==> config.mk <==
export PLATFORM = sky130hd
export DESIGN_NAME = issue_ctrl
export DESIGN_NICKNAME = d
export VERILOG_FILES = /design/src/rtl/issue_ctrl_pkg.sv /design/src/rtl/issue_ctrl_rob_tag_counter.sv /design/src/rtl/issue_ctrl.sv
export SDC_FILE = /design/constraint.sdc
export NUM_CORES = 1
export LEC_CHECK = 0
export CAP_MARGIN = 20
export CORE_MARGIN = 8
export CORE_UTILIZATION = 37
export CTS_CLUSTER_DIAMETER = 100
export CTS_CLUSTER_SIZE = 20
export DETAILED_ROUTE_END_ITERATION = 8
export PLACE_DENSITY = 0.89
export SLEW_MARGIN = 10
export SYNTH_ARGS = -nofsm -noshare
export SYNTH_HDL_FRONTEND = slang
export SYNTH_SLANG_ARGS = --single-unit
==> constraint.sdc <==
create_clock -name clk -period 2.62 [get_ports clk]
set_input_delay 0.262 -clock clk [delete_from_list [all_inputs] [get_ports clk]]
set_output_delay 0.262 -clock clk [all_outputs]
set_load 0.05 [all_outputs]
==> src/rtl/issue_ctrl_pkg.sv <==
// Shared types, widths and tag arithmetic for the issue stage.
package issue_ctrl_pkg;

  localparam int unsigned ROB_TAG_W     = 4;
  localparam int unsigned ROB_LAST_TAG  = 15;
  localparam int unsigned ROB_FIRST_TAG = 1;
  localparam int unsigned CLASS_W       = 2;
  localparam int unsigned REG_W         = 5;

  typedef enum logic [CLASS_W-1:0] {
    CLASS_ALU    = 2'd0,
    CLASS_LOAD   = 2'd1,
    CLASS_STORE  = 2'd2,
    CLASS_BRANCH = 2'd3
  } inst_class_t;

  typedef enum logic {
    RUN   = 1'b0,
    FLUSH = 1'b1
  } issue_state_t;

  // Tag 0 means "operand ready" in regstat, so the sequence skips it.
  function automatic logic [ROB_TAG_W-1:0] next_tag(input logic [ROB_TAG_W-1:0] tag);
    if (tag == ROB_TAG_W'(ROB_LAST_TAG)) begin
      return ROB_TAG_W'(ROB_FIRST_TAG);
    end
    return tag + ROB_TAG_W'(1);
  endfunction

endpackage

==> src/rtl/issue_ctrl_rob_tag_counter.sv <==
// ROB tag pointer: resets or loads to the first tag, advances with 15->1 wrap.
module rob_tag_counter
  import issue_ctrl_pkg::*;
(
  input  logic                 clk,
  input  logic                 reset,
  input  logic                 advance,
  input  logic                 load_first,
  output logic [ROB_TAG_W-1:0] tag
);

  always_ff @(posedge clk) begin
    if (reset || load_first) begin
      tag <= ROB_TAG_W'(ROB_FIRST_TAG);
    end else if (advance) begin
      tag <= next_tag(tag);
    end
  end

endmodule

==> src/rtl/issue_ctrl.sv <==
// Issue-stage controller: ROB tag allocation, RS availability check,
// regstat write port, and the one-cycle flush after a committed mispredict.
module issue_ctrl
  import issue_ctrl_pkg::*;
#(
  parameter int unsigned ROB_TAGS = 15,
  parameter int unsigned N_CLASS  = 4
) (
  input  logic                 clk,
  input  logic                 reset,
  input  logic                 inst_valid,
  input  logic [CLASS_W-1:0]   inst_class,
  input  logic [REG_W-1:0]     inst_rd,
  input  logic                 inst_writes_rd,
  input  logic [N_CLASS-1:0]   rs_free,
  input  logic                 commit_valid,
  input  logic                 mispredict,
  output logic                 inst_ready,
  output logic [N_CLASS-1:0]   rs_alloc,
  output logic                 issue_writes,
  output logic [REG_W-1:0]     issue_dest,
  output logic [ROB_TAG_W-1:0] issue_ROB,
  output logic                 regstat_flush,
  output logic [ROB_TAG_W-1:0] rob_count
);

  issue_state_t         state;
  issue_state_t         state_nxt;
  logic                 flush_req;
  logic                 commit_ok;
  logic                 rob_full;
  logic                 issue_fire;
  logic [ROB_TAG_W-1:0] head_tag;
  logic                 unused_head;

  assign flush_req  = (state == RUN) && commit_valid && mispredict;
  // A commit against an empty ROB is a protocol error and is dropped.
  assign commit_ok  = (state == RUN) && commit_valid && (rob_count != '0);
  assign rob_full   = (rob_count == ROB_TAG_W'(ROB_TAGS));
  assign issue_fire = !reset && (state == RUN) && inst_valid && rs_free[inst_class]
                      && !rob_full && !flush_req;

  always_ff @(posedge clk) begin
    if (reset) begin
      state <= RUN;
    end else begin
      state <= state_nxt;
    end
  end

  always_comb begin
    state_nxt    = state;
    inst_ready   = 1'b0;
    rs_alloc     = '0;
    issue_writes = 1'b0;
    issue_dest   = '0;
    case (state)
      RUN:     if (flush_req) state_nxt = FLUSH;
      FLUSH:   state_nxt = RUN;
      default: state_nxt = RUN;
    endcase
    if (issue_fire) begin
      inst_ready           = 1'b1;
      rs_alloc[inst_class] = 1'b1;
      issue_writes         = inst_writes_rd && (inst_rd != '0);
      issue_dest           = inst_rd;
    end
  end

  assign regstat_flush = (state == FLUSH);

  // In-flight count; flush wins over any concurrent issue/commit.
  always_ff @(posedge clk) begin
    if (reset || flush_req) begin
      rob_count <= '0;
    end else if (issue_fire && !commit_ok) begin
      rob_count <= rob_count + ROB_TAG_W'(1);
    end else if (commit_ok && !issue_fire) begin
      rob_count <= rob_count - ROB_TAG_W'(1);
    end
  end

  rob_tag_counter u_tail (
    .clk        (clk),
    .reset      (reset),
    .advance    (issue_fire),
    .load_first (flush_req),
    .tag        (issue_ROB)
  );

  rob_tag_counter u_head (
    .clk        (clk),
    .reset      (reset),
    .advance    (commit_ok),
    .load_first (flush_req),
    .tag        (head_tag)
  );

  // Head pointer is tracked for the ROB side; not exported on this block.
  assign unused_head = ^head_tag;

endmodule

==> impl_metrics.env <==
export IMPL_overall_fraction_of_global_route_tracks_in_use=0.1262
export IMPL_grt_setup_unrepaired="no"
export IMPL_hpwlAfterDp_um=1680
export IMPL_timing_final_crit_period_ns=2.419
export IMPL_crit_path_setup_slack_layout_ns=0.2015
export IMPL_critPathMaxFanout=4
export IMPL_synth_largest_area_cell="sky130_fd_sc_hd__dfxtp_1"
export IMPL_timing_fmax_mhz=413.5
export IMPL_final_min_period_over_clock_period=0.9231
export IMPL_initial_standard_cell_utilization_of_the_core=0.3828
export IMPL_cts_root_buf="sky130_fd_sc_hd__clkbuf_4"
export IMPL_yosys_warnings=0
export IMPL_share_comb_of_total_power=0.589
export IMPL_arrival_ns=2.61
export IMPL_drt_iter0_markers=11
export IMPL_fillerInstances=131
export IMPL_finalNetCount=139
export IMPL_floorplan_die_width_um=57.57
export IMPL_postCtsSetupRepairBufs=0
export IMPL_power_leakage_nw=0.4559
export IMPL_num_vias=731
export IMPL_clock_skew_final_ns=0.003044
export IMPL_power_density_nw_per_um2=650.3
export IMPL_finalWeightedCongestion=0.7396
export IMPL_wire_per_inst_um=14.92
export IMPL_global_route_usage_met2=0.2026
export IMPL_seq_power_share=0.265
export IMPL_setup_viol=0
export IMPL_post_layout_total_power_mw=0.7388
export IMPL_detail_route_antenna_nets=0
export IMPL_grt_max_degree=10
export IMPL_postcts_resize_cnt=0
export IMPL_cell_internal_pwr_mw=0.4119
export IMPL_die_area_um2=3314
export IMPL_clockPowerShare=0.146
export IMPL_clkTransAtPathRegs_ns=0.06
export IMPL_postSynthAreaPerCell_um2=9.005
export IMPL_dr_pass1_iters=4
export IMPL_floorplan_core_area_um2=1670
export IMPL_drcViolationCount=0
export IMPL_critPathKind="input pin to flip-flop"
export IMPL_commonest_cells_after_routing_fill_and_taps_aside="25 x sky130_fd_sc_hd__clkdlybuf4s50_1, 15 x sky130_fd_sc_hd__buf_4, 8 x sky130_fd_sc_hd__nor2_1, 8 x sky130_fd_sc_hd__dfxtp_1, 5 x sky130_fd_sc_hd__and2_1"
export IMPL_global_route_usage_met1=0.1317
export IMPL_max_slew_margin_rel=0.6471
export IMPL_num_antenna_cells=0
export IMPL_ys_seq_elements=9
export IMPL_outcome="complete, no violations"
export IMPL_routed_via_density=5.496
export IMPL_final_common_cell="sky130_fd_sc_hd__clkdlybuf4s50_1"
export IMPL_cts_buffers=3
export IMPL_power_switching_fraction=0.4425
export IMPL_ctsHtreeMaxLevel=1
export IMPL_netlist_top_cells_area="sky130_fd_sc_hd__dfxtp_1 28%, sky130_fd_sc_hd__ha_1 7.8%, sky130_fd_sc_hd__and2_1 4.9%, sky130_fd_sc_hd__nor2_1 4.7%, sky130_fd_sc_hd__mux4_2 3.5%"
export IMPL_clock_sinks=9
export IMPL_die_height_um=57.57
export IMPL_number_of_synthesized_flops_with_an_enable_pin=0
export IMPL_first_global_vias=777
export IMPL_tns_ns=0
export IMPL_place_ws_ns=-0.05367
export IMPL_post_synth_instance_area_um2=639.4
export IMPL_final_layout_size_suffix_gt1_frac=0.2931
export IMPL_core_rowCount=15
export IMPL_number_of_antenna_violations_at_the_first_check_in_global_routing=0
export IMPL_clk_insertion_delay_late_ns=0.26
export IMPL_hold_violations=0
export IMPL_timing_critical_path_to_type="flip-flop"
export IMPL_cts_tree="built"
export IMPL_ys_async_sr_fraction=0
export IMPL_dominantRegCellSynth="sky130_fd_sc_hd__dfxtp_1"
export IMPL_grt_busiest_layer="met2"
export IMPL_postSynthNetCount=93
export IMPL_buffer_depth_of_the_longest_clock_path=2
export IMPL_maximum_vdd_drop_mv=0.5684
export IMPL_route_final_wire_length_um=1985
export IMPL_io_buffer_count=36
export IMPL_global_route_usage_met3=0.07848
export IMPL_hold_path_class="flip-flop to flip-flop"
export IMPL_pin_count=37
export IMPL_timing_final_max_slew_violations=0
export IMPL_cp_start_kind="input pin"
export IMPL_max_cap_viol_count=0
export IMPL_post_cts_hold_buffer_count=0
export IMPL_wire_length_of_the_first_global_routing_pass_um=3318
export IMPL_globalRouteOverflowTotal=0
export IMPL_register_area_share_after_synthesis=0.2818
export IMPL_worst_pin_slew_ns=0.5277
export IMPL_synth_largest_type_area_fraction=0.2818
export IMPL_power_switching_mw=0.3269
export IMPL_ys_types=37
export IMPL_post_synth_inst_count=71
export IMPL_syn2layout_area_growth_pct=77.69
export IMPL_worst_endpoint_required_ns=2.81
-- power groups by stage --
stage / clock network [mW] / logic, mW / registers (mW)
finish: 0.108 / 0.435 / 0.196
CTS: 0.111 / 0.435 / 0.195
floorplan: 0 / 0.196 / 0.287
detailed placement: 0 / 0.435 / 0.198
global route: 0.120 / 0.461 / 0.200
global placement: 0 / 0.415 / 0.196
-- flip-flops by register name, indices dropped and copies added, names as in the netlist --
signal / cells
u_tail.tag: 4
regstat_flush: 1
rob_count: 4
-- cell type report --
type,instances,area [µm²],area share
clock buffers,4,26.28,0.02313
inverters,2,7.507,0.006608
well taps,17,21.27,0.01872
multi-input cells,58,474.2,0.4174
flip-flops and latches,9,183.9,0.1619
repair buffers,43,422.9,0.3722
-- per-layer routing --
metal,wire length (µm),part of all wire
met5,0,0
met4,51,0.026
met3,252,0.13
met2,892,0.45
met1,789,0.40
-- logic make-up after synthesis --
family / count (synthesis) / synth area share
AO/OA/AOI/OAI: 10 / 0.1135
XOR/XNOR: 3 / 0.04110
adder cells (fa/ha/maj): 5 / 0.1096
buffers and inverters: 4 / 0.02543
flip-flops: 9 / 0.2818
multiplexers: 3 / 0.06653
AND/OR/NAND/NOR: 37 / 0.3621
-- cells in the mapped netlist (2+ instances only) --
cell / count
sky130_fd_sc_hd__a21oi_1: 4
sky130_fd_sc_hd__and2_1: 5
sky130_fd_sc_hd__dfxtp_1: 9
sky130_fd_sc_hd__ha_1: 4
sky130_fd_sc_hd__inv_1: 2
sky130_fd_sc_hd__mux2i_1: 2
sky130_fd_sc_hd__nand2_1: 3
sky130_fd_sc_hd__nand3_1: 3
sky130_fd_sc_hd__nand4_1: 2
sky130_fd_sc_hd__nor2_1: 8
sky130_fd_sc_hd__or3_1: 2
sky130_fd_sc_hd__xnor2_1: 2
-- path summary, 6_finish.rpt --
path	end	from	cells past startpoint	slack, ns
worst max-delay path	rob_count[3]	inst_class[0]	11	0.20
worst min-delay path	u_tail.tag[3]	u_tail.tag[3]	2	0.51
worst max register to register	rob_count[2]	rob_count[1]	10	0.32
worst min register to register	u_tail.tag[3]	u_tail.tag[3]	2	0.51
-- worst max-delay path: stages --
cell,delay (ns)
sky130_fd_sc_hd__clkdlybuf4s50_1,0.50
sky130_fd_sc_hd__mux4_2,0.56
sky130_fd_sc_hd__nand3_4,0.12
sky130_fd_sc_hd__nor2_4,0.05
sky130_fd_sc_hd__ha_2,0.18
sky130_fd_sc_hd__inv_2,0.10
sky130_fd_sc_hd__ha_4,0.22
sky130_fd_sc_hd__a21oi_2,0.16
sky130_fd_sc_hd__a211oi_1,0.09
sky130_fd_sc_hd__a31oi_1,0.19
sky130_fd_sc_hd__mux2i_1,0.19
-- per-stage QoR --
step                hold slack (ns)  cells  area (µm²)  utilization
floorplan                    0.3239     71       676.9            -
global placement             0.4896    129        1110       0.6644
detailed placement           0.5002    129        1110       0.6644
CTS                          0.5110    133        1136       0.6802
global route                 0.5363    133        1136       0.6802
finish                       0.5098    133        1136       0.6802
Note: power is estimated with default switching activity, not from simulation.
